<file path="src/rtl/box_if.sv">
// Player-box bus between the box controller and the painter side.
// The controller takes the slave view; whoever drives the button and
// consumes the box position takes the master view.
interface box_if;
  logic       jump;
  logic [6:0] box_y;
  logic       draw;
  logic       frame_tick;
  logic       hit_floor;

  modport master (
    output jump,
    input  box_y,
    input  draw,
    input  frame_tick,
    input  hit_floor
  );

  modport slave (
    input  jump,
    output box_y,
    output draw,
    output frame_tick,
    output hit_floor
  );
endinterface

</file>
<file path="src/rtl/box_controller.sv">
// Player box vertical motion controller.
// A free-running frame counter paces the game. Once per frame the box
// velocity is updated (gravity or jump impulse), the box is moved and
// clamped to the screen, and the painter gets a fixed-length draw request.
//
// state      | meaning
// WAIT_FRAME | idle, box_y stable, waiting for a frame tick
// UPDATE     | choose new velocity, compute unclamped next row
// CLAMP      | fit the row into [Y_MIN, Y_MAX], publish box_y
// DRAW       | draw held high for HOLD_CYCLES cycles
module box_controller #(
  parameter int FRAME_CYCLES = 833333,
  parameter int GRAVITY      = 1,
  parameter int JUMP_VEL     = 4,
  parameter int MAX_FALL     = 4,
  parameter int Y_MIN        = 1,
  parameter int Y_MAX        = 118,
  parameter int Y_START      = 60,
  parameter int HOLD_CYCLES  = 16
) (
  input  logic clk,
  input  logic reset,
  box_if.slave bus
);

  localparam int FW = (FRAME_CYCLES > 1) ? $clog2(FRAME_CYCLES) : 1;
  localparam int HW = $clog2(HOLD_CYCLES + 1);

  localparam logic [FW-1:0]     FRAME_LAST = FW'(FRAME_CYCLES - 1);
  localparam logic [HW-1:0]     HOLD_LOAD  = HW'(HOLD_CYCLES - 1);
  localparam logic signed [6:0] GRAV7      = 7'(GRAVITY);
  localparam logic signed [6:0] MAXF7      = 7'(MAX_FALL);
  localparam logic signed [5:0] MAXF6      = 6'(MAX_FALL);
  localparam logic signed [5:0] JUMP_NEG   = -6'(JUMP_VEL);
  localparam logic signed [8:0] YMAX9      = 9'(Y_MAX);
  localparam logic signed [8:0] YMIN9      = 9'(Y_MIN);

  typedef enum logic [1:0] {
    WAIT_FRAME,
    UPDATE,
    CLAMP,
    DRAW
  } state_t;

  state_t             state;
  logic [FW-1:0]      frame_cnt;
  logic [HW-1:0]      hold_cnt;
  logic signed [5:0]  vel;
  logic signed [8:0]  next_y;
  logic [6:0]         box_y;
  logic               draw;
  logic               hit_floor;
  logic               jump_prev;
  logic               jump_pending;
  logic               tick_pending;
  logic               frame_tick;
  logic               jump_edge;

  logic signed [6:0]  vel_sum;
  logic signed [5:0]  vel_upd;
  logic signed [8:0]  y_sum;

  assign frame_tick = (frame_cnt == FRAME_LAST);
  assign jump_edge  = bus.jump & ~jump_prev;

  assign bus.box_y      = box_y;
  assign bus.draw       = draw;
  assign bus.frame_tick = frame_tick;
  assign bus.hit_floor  = hit_floor;

  // Frame pacing: free-running wrap counter, never stalled by the FSM.
  always_ff @(posedge clk or posedge reset) begin
    if (reset) begin
      frame_cnt <= '0;
    end else if (frame_tick) begin
      frame_cnt <= '0;
    end else begin
      frame_cnt <= frame_cnt + FW'(1);
    end
  end

  // Velocity and row arithmetic, widened so nothing wraps before the clamp.
  always_comb begin
    vel_sum = $signed({vel[5], vel}) + GRAV7;
    vel_upd = vel_sum[5:0];
    if (jump_pending) begin
      vel_upd = JUMP_NEG;
    end else if (vel_sum > MAXF7) begin
      vel_upd = MAXF6;
    end
    y_sum = $signed({2'b00, box_y}) + $signed({{3{vel_upd[5]}}, vel_upd});
  end

  // Frame sequencer with jump capture and one-deep tick backlog.
  always_ff @(posedge clk or posedge reset) begin
    if (reset) begin
      state        <= WAIT_FRAME;
      box_y        <= 7'(Y_START);
      vel          <= '0;
      next_y       <= '0;
      draw         <= 1'b0;
      hit_floor    <= 1'b0;
      hold_cnt     <= '0;
      jump_prev    <= 1'b0;
      jump_pending <= 1'b0;
      tick_pending <= 1'b0;
    end else begin
      hit_floor <= 1'b0;
      jump_prev <= bus.jump;
      if (jump_edge) begin
        jump_pending <= 1'b1;
      end
      if (frame_tick && state != WAIT_FRAME) begin
        tick_pending <= 1'b1;
      end
      case (state)
        WAIT_FRAME: begin
          if (frame_tick || tick_pending) begin
            tick_pending <= 1'b0;
            state        <= UPDATE;
          end
        end
        UPDATE: begin
          vel          <= vel_upd;
          next_y       <= y_sum;
          // Flag the floor clip so the pulse coincides with the CLAMP cycle.
          hit_floor    <= (y_sum > YMAX9);
          // An edge landing in this very cycle survives for the next frame.
          jump_pending <= jump_edge;
          state        <= CLAMP;
        end
        CLAMP: begin
          if (next_y > YMAX9) begin
            box_y <= 7'(Y_MAX);
            vel   <= '0;
          end else if (next_y < YMIN9) begin
            box_y <= 7'(Y_MIN);
            vel   <= '0;
          end else begin
            box_y <= next_y[6:0];
          end
          draw     <= 1'b1;
          hold_cnt <= HOLD_LOAD;
          state    <= DRAW;
        end
        DRAW: begin
          if (hold_cnt == '0) begin
            draw  <= 1'b0;
            state <= WAIT_FRAME;
          end else begin
            hold_cnt <= hold_cnt - HW'(1);
          end
        end
        default: state <= WAIT_FRAME;
      endcase
    end
  end

endmodule
</file>
<file path="src/flat_wrapper.sv">
// flat-port wrapper written by rule: the top's interface ports become plain ports
module box_controller_flat 
#(
  parameter int FRAME_CYCLES = 833333,
  parameter int GRAVITY      = 1,
  parameter int JUMP_VEL     = 4,
  parameter int MAX_FALL     = 4,
  parameter int Y_MIN        = 1,
  parameter int Y_MAX        = 118,
  parameter int Y_START      = 60,
  parameter int HOLD_CYCLES  = 16
)
  (clk, reset, bus_jump, bus_box_y, bus_draw, bus_frame_tick, bus_hit_floor);
  box_if bus_i ();
  input  logic clk;
  input  logic reset;
  input wire logic [$bits(bus_i.jump)-1:0] bus_jump;
  output wire logic [$bits(bus_i.box_y)-1:0] bus_box_y;
  output wire logic [$bits(bus_i.draw)-1:0] bus_draw;
  output wire logic [$bits(bus_i.frame_tick)-1:0] bus_frame_tick;
  output wire logic [$bits(bus_i.hit_floor)-1:0] bus_hit_floor;
  assign bus_i.jump = bus_jump;
  assign bus_box_y = bus_i.box_y;
  assign bus_draw = bus_i.draw;
  assign bus_frame_tick = bus_i.frame_tick;
  assign bus_hit_floor = bus_i.hit_floor;
  box_controller #(.FRAME_CYCLES(FRAME_CYCLES), .GRAVITY(GRAVITY), .JUMP_VEL(JUMP_VEL), .MAX_FALL(MAX_FALL), .Y_MIN(Y_MIN), .Y_MAX(Y_MAX), .Y_START(Y_START), .HOLD_CYCLES(HOLD_CYCLES)) u_core (.clk(clk), .reset(reset), .bus(bus_i));
endmodule
</file>
<file path="config.mk">
export PLATFORM = sky130hd
export DESIGN_NAME = box_controller_flat
export DESIGN_NICKNAME = d
export VERILOG_FILES = /design/src/rtl/box_if.sv /design/src/rtl/box_controller.sv /design/src/flat_wrapper.sv
export SDC_FILE = /design/constraint.sdc
export NUM_CORES = 1
export LEC_CHECK = 0
export ABC_AREA = 1
export ABC_CLOCK_PERIOD_IN_PS = 3630
export CAP_MARGIN = 40
export CORE_MARGIN = 4
export CORE_UTILIZATION = 55
export CTS_BUF_LIST = sky130_fd_sc_hd__clkbuf_4 sky130_fd_sc_hd__clkbuf_8 sky130_fd_sc_hd__clkbuf_16
export DETAILED_ROUTE_END_ITERATION = 12
export PLACE_DENSITY = 0.76
export SYNTH_ARGS = -nofsm -noshare
export SYNTH_HDL_FRONTEND = slang
export SYNTH_SLANG_ARGS = --single-unit
</file>
<file path="constraint.sdc">
create_clock -name clk -period 3.63 [get_ports clk]
set_clock_uncertainty 0.05 [all_clocks]
set_input_delay 0.9075 -clock clk [delete_from_list [all_inputs] [get_ports clk]]
set_output_delay 0.9075 -clock clk [all_outputs]
set_load 0.02 [all_outputs]
</file>
======== Yosys cells after proc, flatten, opt, wreduce, memory -nomap -nowiden ========
Cells that the tools add are included.
word-level totals
  flip-flop bits (word level) ............. 54
cells by class
  $add $sub $neg .......................... 4
  $lt $le $gt $ge ......................... 4
  eq/ne operators ......................... 8
  mux-type cells .......................... 21
  bitwise logic cells ..................... 2
  reduce and logical (&&, ||, !) cells .... 12
operators with widths
  kind                                                   count
  two-way mux 6 bit                                      4
  adder 20 x 1 -> 20 bit, second input constant          1
  == test 20 bit, second input constant                  1
  two-way mux 20 bit                                     1
  > comparator 9 x 8 -> 1 bit, second input constant     2
  two-way mux 7 bit                                      2
  case mux 6 bit (2 select lines)                        1
  case mux 5 bit (2 select lines)                        1
  adder 8 x 6 -> 9 bit                                   1
  < comparator 9 x 2 -> 1 bit, second input constant     1
  case mux 2 bit (4 select lines)                        1
  AND reduction 2 bit                                    4
  nonzero test 2 bit                                     4
  adder 6 x 2 -> 7 bit, second input constant            1
  > comparator 7 x 4 -> 1 bit, second input constant     1
  two-way mux 1 bit                                      7
  zero test 5 bit                                        1
  two-way mux 5 bit                                      1
  subtractor 5 x 1 -> 5 bit, second input constant       1
  == test 2 bit, second input constant                   2
  two-way mux 2 bit                                      2
  inequality test 2 x 1 -> 1 bit, second input constant  2
  inequality test 3 x 1 -> 1 bit, second input constant  1
  == test 2 x 1 -> 1 bit, second input constant          1
  other kinds (7)                                        7

======== Longest topological paths before layout ========
  word-level depth ........................ 7
  depth in mapped cells ................... 21
  gate-level depth less buffers ........... 20

======== Least setup slack after synthesis ========
Ideal clock, no wire load.
  path kind ............................... register to register
  from .................................... register u_core.vel[0]
  to ...................................... register u_core.hit_floor (netlist: u_core.bus.hit_floor)
  setup time .............................. 78 ps
  data arrival time ....................... 2494 ps
  data required time ...................... 3502 ps
  slack ................................... 1008 ps
  cell stages (with the launch flop) ...... 18
  buffers on the path ..................... 0
  clock period less this slack ............ 2622 ps
  cells stage by stage .................... dfrtp_1 -> ha_1 -> nand3_1 -> nand2_1 -> nand2_1 -> nor2_1 -> nand2_1 -> nand2_1 -> nand2_1 -> nor2_1 -> ha_1 -> inv_1 -> fa_1 -> xnor2_1 -> nand3b_1 -> a21oi_1 -> nand3_1 -> a21oi_1
between the ends
  cells in the longest elaborated chain, start to end .. 7
ends and longest elaborated chain
  element                          RTL line               RTL
  start: declaration               box_controller.sv:48   logic signed [5:0] vel;
  start signal: assignment         box_controller.sv:124  vel <= vel_upd;
  adder 6 x 2 -> 7 bit (*)         box_controller.sv:84   vel_sum = $signed({vel[5], vel}) + GRAV7;
  > comparator 7 x 4 -> 1 bit      box_controller.sv:88   end else if (vel_sum > MAXF7) begin
  two-way mux 6 bit (*)            box_controller.sv:88
  two-way mux 6 bit (*)            box_controller.sv:86   if (jump_pending) begin
  adder 8 x 6 -> 9 bit (*)         box_controller.sv:91   y_sum = $signed({2'b00, box_y}) + $signed({{3{vel_upd[5]}}, vel_upd});
  > comparator 9 x 8 -> 1 bit (*)  box_controller.sv:127  hit_floor <= (y_sum > YMAX9);
  two-way mux 1 bit (*)            box_controller.sv:116  case (state)
  end signal: assignment           box_controller.sv:127
  end: declaration                 box_controller.sv:52   logic hit_floor;
Mark *: on every way between the ends. The rest lies on a longest branch, timed or not.
A chain may end at the register's enable or synchronous reset.

======== Final worst setup path ========
  from .................................... register u_core.frame_cnt[5]
  to ...................................... output bus_frame_tick
between the ends
  cells in the longest elaborated chain, start to end .. 1
ends and longest elaborated chain
  element                   RTL line              RTL
  start: declaration        box_controller.sv:46  logic [FW-1:0] frame_cnt;
  start signal: assignment  box_controller.sv:78  frame_cnt <= frame_cnt + FW'(1);
  == test 20 bit            box_controller.sv:63  assign frame_tick = (frame_cnt == FRAME_LAST);
  end: declaration          flat_wrapper.sv:20    output wire logic [$bits(bus_i.frame_tick)-1:0] bus_frame_tick;
No other way between the ends.

==> results.md <==
- In the global route stage, overall resource usage came out at 19.7%.
- After detailed routing, the number of vias per cell comes to 5.32.
- Power spread over the standard cell area amounts to 270 nW/um2.
- The number of DRC violations after detailed routing is 0.
- The detailed router put a total of 3110 um of wire on met1.
- The sum of met3 wire segment lengths after detailed routing is 165 um.
- The clock sink count is 54.
- For this run, the leading register cell type out of synthesis is sky130_fd_sc_hd__dfrtp_1.
- The HPWL after detailed placement is 5050 um.
- The worst endpoint data arrival time is 2.05 ns.
- The number of buffers added for setup after CTS is 0.
- The number of core rows is 27.
- The critical path startpoint category is a register.
- Entering global routing, the biggest net connects 55 pins.
- After clock tree synthesis, the flow added hold-fix buffers numbering 0.
- The number of global-route vias before repair is 2,759.
- Setup repair after global routing left no endpoint under its margin.
- Clock tree synthesis inserted a total of 5 buffers.
- The top cell type by area accounts for 37.8% of the synthesized area.
- The synthesized design contains 0 enable-type register cells.
- Based on the critical path, the design can be clocked at up to 333 MHz.
- The slew at the pin closest to its max-slew limit is 0.672 ns.
- The synthesized cell area is 3310 um2.
- In the detailed route, the total length drawn on met2 is 3270 um.
- The kind of critical path is reg -> out.
- The CTS tree is done.
- The worst hold slack is 0.377 ns.
- The topmost layer with routed signal wires is met4.
- The worst path uses 82.8% of the clock period.
- The clock transition at the register clock pins on the worst setup and hold paths after CTS is 0.09 ns.
- Of all cell types, the one taking the most synthesized area is sky130_fd_sc_hd__dfrtp_1.
- The class of the tightest hold or removal check is reg -> reg.
- The number of vias after detailed routing is 2,793.
- The floorplan step set the die width to 85.6 um.
- During synthesis, Yosys emitted a total of 0 warnings.
- After synthesis, the share of flip-flops with an asynchronous set or reset is 100%.
- The data required time of the critical path is 2.67 ns.
- Counting instances in the post-synthesis netlist gives the leading cell types as sky130_fd_sc_hd__nand2_1 (120), sky130_fd_sc_hd__inv_1 (69), sky130_fd_sc_hd__dfrtp_1 (50).
- Subtracting the final worst setup slack from the clock period gives 3.01 ns.
- The congestion estimate from routability-driven global placement came to 0.919.
- The total overflow reported by the global router is 0.
- The run finished with clean final reports.
- The initial utilization of the core area, before any placement, comes to 58.3%.
- The count of nets left with antenna violations once routing finished came out at 0.
- No sink is reached through more buffers than the 2 on the longest clock path.
- The flop and latch count out of synthesis is 54.
- The headroom to the max-slew limit is 55.2%.
- By area the synthesized netlist is led by sky130_fd_sc_hd__dfrtp_1 (38%), sky130_fd_sc_hd__nand2_1 (14%), sky130_fd_sc_hd__inv_1 (7.8%), sky130_fd_sc_hd__ha_1 (7.2%), sky130_fd_sc_hd__nand3_1 (5.0%).
- The overall power consumption is 969 uW.
- The number of H-tree levels is 2.
- In this run, the number of DRC markers left after iteration 0 of detailed routing was 115.
- STA classifies the critical path endpoint as an output pin.
- After synthesis, the netlist uses 29 different library cells.
- The mean instance size in the synthesized netlist is 7.57 um2.
- The clock latency reported for the late side of the worst-skew pair is 0.31 ns.
- Dividing the detail-routed wire length by the instance count gives 12.7 um.
- Per report_power, the sequential group accounts for 62.1% of the total.
- Post-CTS repair changed the size of 0 cells.
- The first-pass iteration count of the detailed router is 4.
- The largest fanout on the critical path is 4.
- Counting every net in the synthesized netlist gives 460.
- Summed over all nets, the switching power comes to 212 uW.
- The setup total negative slack is 0 ns.
- For this block, the routed nets add up to 6660 um of wire.
- The height of the die is 85.6 um.
- Synthesis produced 437 cells.
- The die covers 7320 um2.
- The first global-routing pass estimated 12,000 um of wire.
- Of the total power, the clock network draws 36.3%.
- The tree is rooted in a sky130_fd_sc_hd__clkbuf_8.
- During I/O placement, the number of pins put on the boundary was 13.
- Setup violations remaining at the end of the flow were counted as 0.
- The worst IR drop on VDD is 0.144 mV.
- The number of antenna violations at the first check in global routing is 0.
- The post-route netlist has 5.74% of its cells at a drive strength greater than 1.
- Of the total power, the share spent switching nets is 21.9%.
- For this run, the register share of the synthesized area comes to 41.0%.
- The cell-internal power is 757 uW.
- For this run, the post-layout net count is 475.
- The relative contribution of combinational cells to total power is 1.5%.
- The antenna diode count is 0.
- The total core area is 5680 um2.
- The quantity of I/O buffers inserted on ports is 12.
- The library cell with the highest instance count after synthesis is sky130_fd_sc_hd__nand2_1.
- Across the run, the number of max-cap violations was 0.
- The number of pins exceeding their max-slew limit in the final report was 0.
- Summed over all cells, the static leakage comes to 1.78 nW.
- The growth of design area from synthesis to finish is 8.51%.
- The hold violation total from the final report is 0.
==> registers in the layout, indices dropped and copies added (netlist names) <==
register / count
u_core.frame_cnt: 20
u_core.next_y: 9
u_core.bus.box_y: 7
u_core.vel: 6
u_core.hold_cnt: 5
u_core.state: 2
u_core.bus.draw: 1
u_core.bus.hit_floor: 1
u_core.jump_pending: 1
u_core.jump_prev: 1
u_core.tick_pending: 1
==> stage by stage <==
stage	instance area [um2]	std cells	utilization (%)	worst slack, ns
2_1_floorplan	3310	437	-	1.01
3_3_place_gp	3500	517	61.6	0.825
3_5_place_dp	3500	517	61.6	0.722
4_1_cts	3590	525	63.2	0.603
5_1_grt	3590	525	63.2	0.295
6_report	3590	525	63.2	0.623
==> worst max-delay path, cell delays in order, from the launching register on <==
cell and delay (ns):
sky130_fd_sc_hd__dfrtp_1 0.40, sky130_fd_sc_hd__nand2_1 0.17, sky130_fd_sc_hd__nor4_1 0.33, sky130_fd_sc_hd__nand4_1 0.17, sky130_fd_sc_hd__inv_1 0.08, sky130_fd_sc_hd__clkdlybuf4s50_1 0.60
==> cells by family (layout without fill, tap and decap cells) <==
group / after synthesis / in the layout / synth area share, %
AND/OR/NAND/NOR: 231 / 231 / 32.0
XOR/XNOR: 15 / 15 / 3.97
buffers and inverters: 75 / 91 / 8.77
flip-flops: 54 / 54 / 41.0
AO/OA/AOI/OAI: 42 / 42 / 6.47
adder cells (fa/ha/maj): 20 / 20 / 7.79
==> worst paths after layout <==
path                            slack (ns)                          start  cells after the start                               to
worst max-delay path                  0.62  u_core.frame_cnt[5]$_DFF_PP0_                      5                   bus_frame_tick
worst min-delay path                  0.38     u_core.jump_prev$_DFF_PP0_                      1  u_core.jump_pending$_DFFE_PP0P_
worst max register to register        0.69      u_core.vel[0]$_DFFE_PP0P_                     17   u_core.bus.hit_floor$_DFF_PP0_
worst min register to register        0.38     u_core.jump_prev$_DFF_PP0_                      1  u_core.jump_pending$_DFFE_PP0P_
max in group asynchronous             2.04                          reset                      3    u_core.frame_cnt[2]$_DFF_PP0_
min in group asynchronous             1.05                          reset                      3   u_core.frame_cnt[10]$_DFF_PP0_
==> layout make-up <==
| class | count | area [um2] |
|---|---|---|
| clock inverter | 1 | 7.51 |
| inverter | 70 | 263 |
| fill | 512 | 2090 |
| sequential | 54 | 1360 |
| multi-input combinational | 308 | 1660 |
| tap | 72 | 90.1 |
| timing repair buffer | 13 | 128 |
| clock buffer | 7 | 83.8 |
==> power groups by stage <==
stage,registers (mW),logic [mW],clock network [mW]
global placement,0.614,0.0155,0
finish,0.602,0.0147,0.352
CTS,0.602,0.0158,0.364
global route,0.602,0.0175,0.386
floorplan,0.614,0.00905,0
detailed placement,0.614,0.0158,0
==> cell usage in the layout (no fill, tap or decap), drive strengths merged <==
| master | Yosys | routed |
|---|---|---|
| clkinv | 1 | 1 |
| nand4 | 17 | 17 |
| clkinvlp | 0 | 1 |
| o21a | 1 | 1 |
| nor4 | 2 | 2 |
| o21ai | 28 | 28 |
| buf | 3 | 1 |
| ha | 19 | 19 |
| nor3 | 12 | 12 |
| nand3b | 3 | 3 |
| nand2 | 120 | 120 |
| clkdlybuf4s50 | 0 | 12 |
| a21oi | 12 | 12 |
| dfstp | 4 | 4 |
| xnor2 | 5 | 5 |
| nor2 | 39 | 39 |
| dfrtp | 50 | 50 |
| nand3 | 36 | 36 |
| o22ai | 1 | 1 |
| xor2 | 10 | 10 |
| inv | 69 | 69 |
| or2 | 2 | 2 |
| clkbuf | 2 | 7 |
| fa | 1 | 1 |
==> metal layers <==
| metal | vias to the layer above | GRT usage (%) |
|---|---|---|
| met3 | 12 | 3.36 |
| met1 | 1306 | 25.4 |
| li1 | 1426 | - |
| met5 | - | 0 |
| met2 | 49 | 33.8 |
| met4 | 0 | 6.19 |
(Power assumes the default switching activity.)
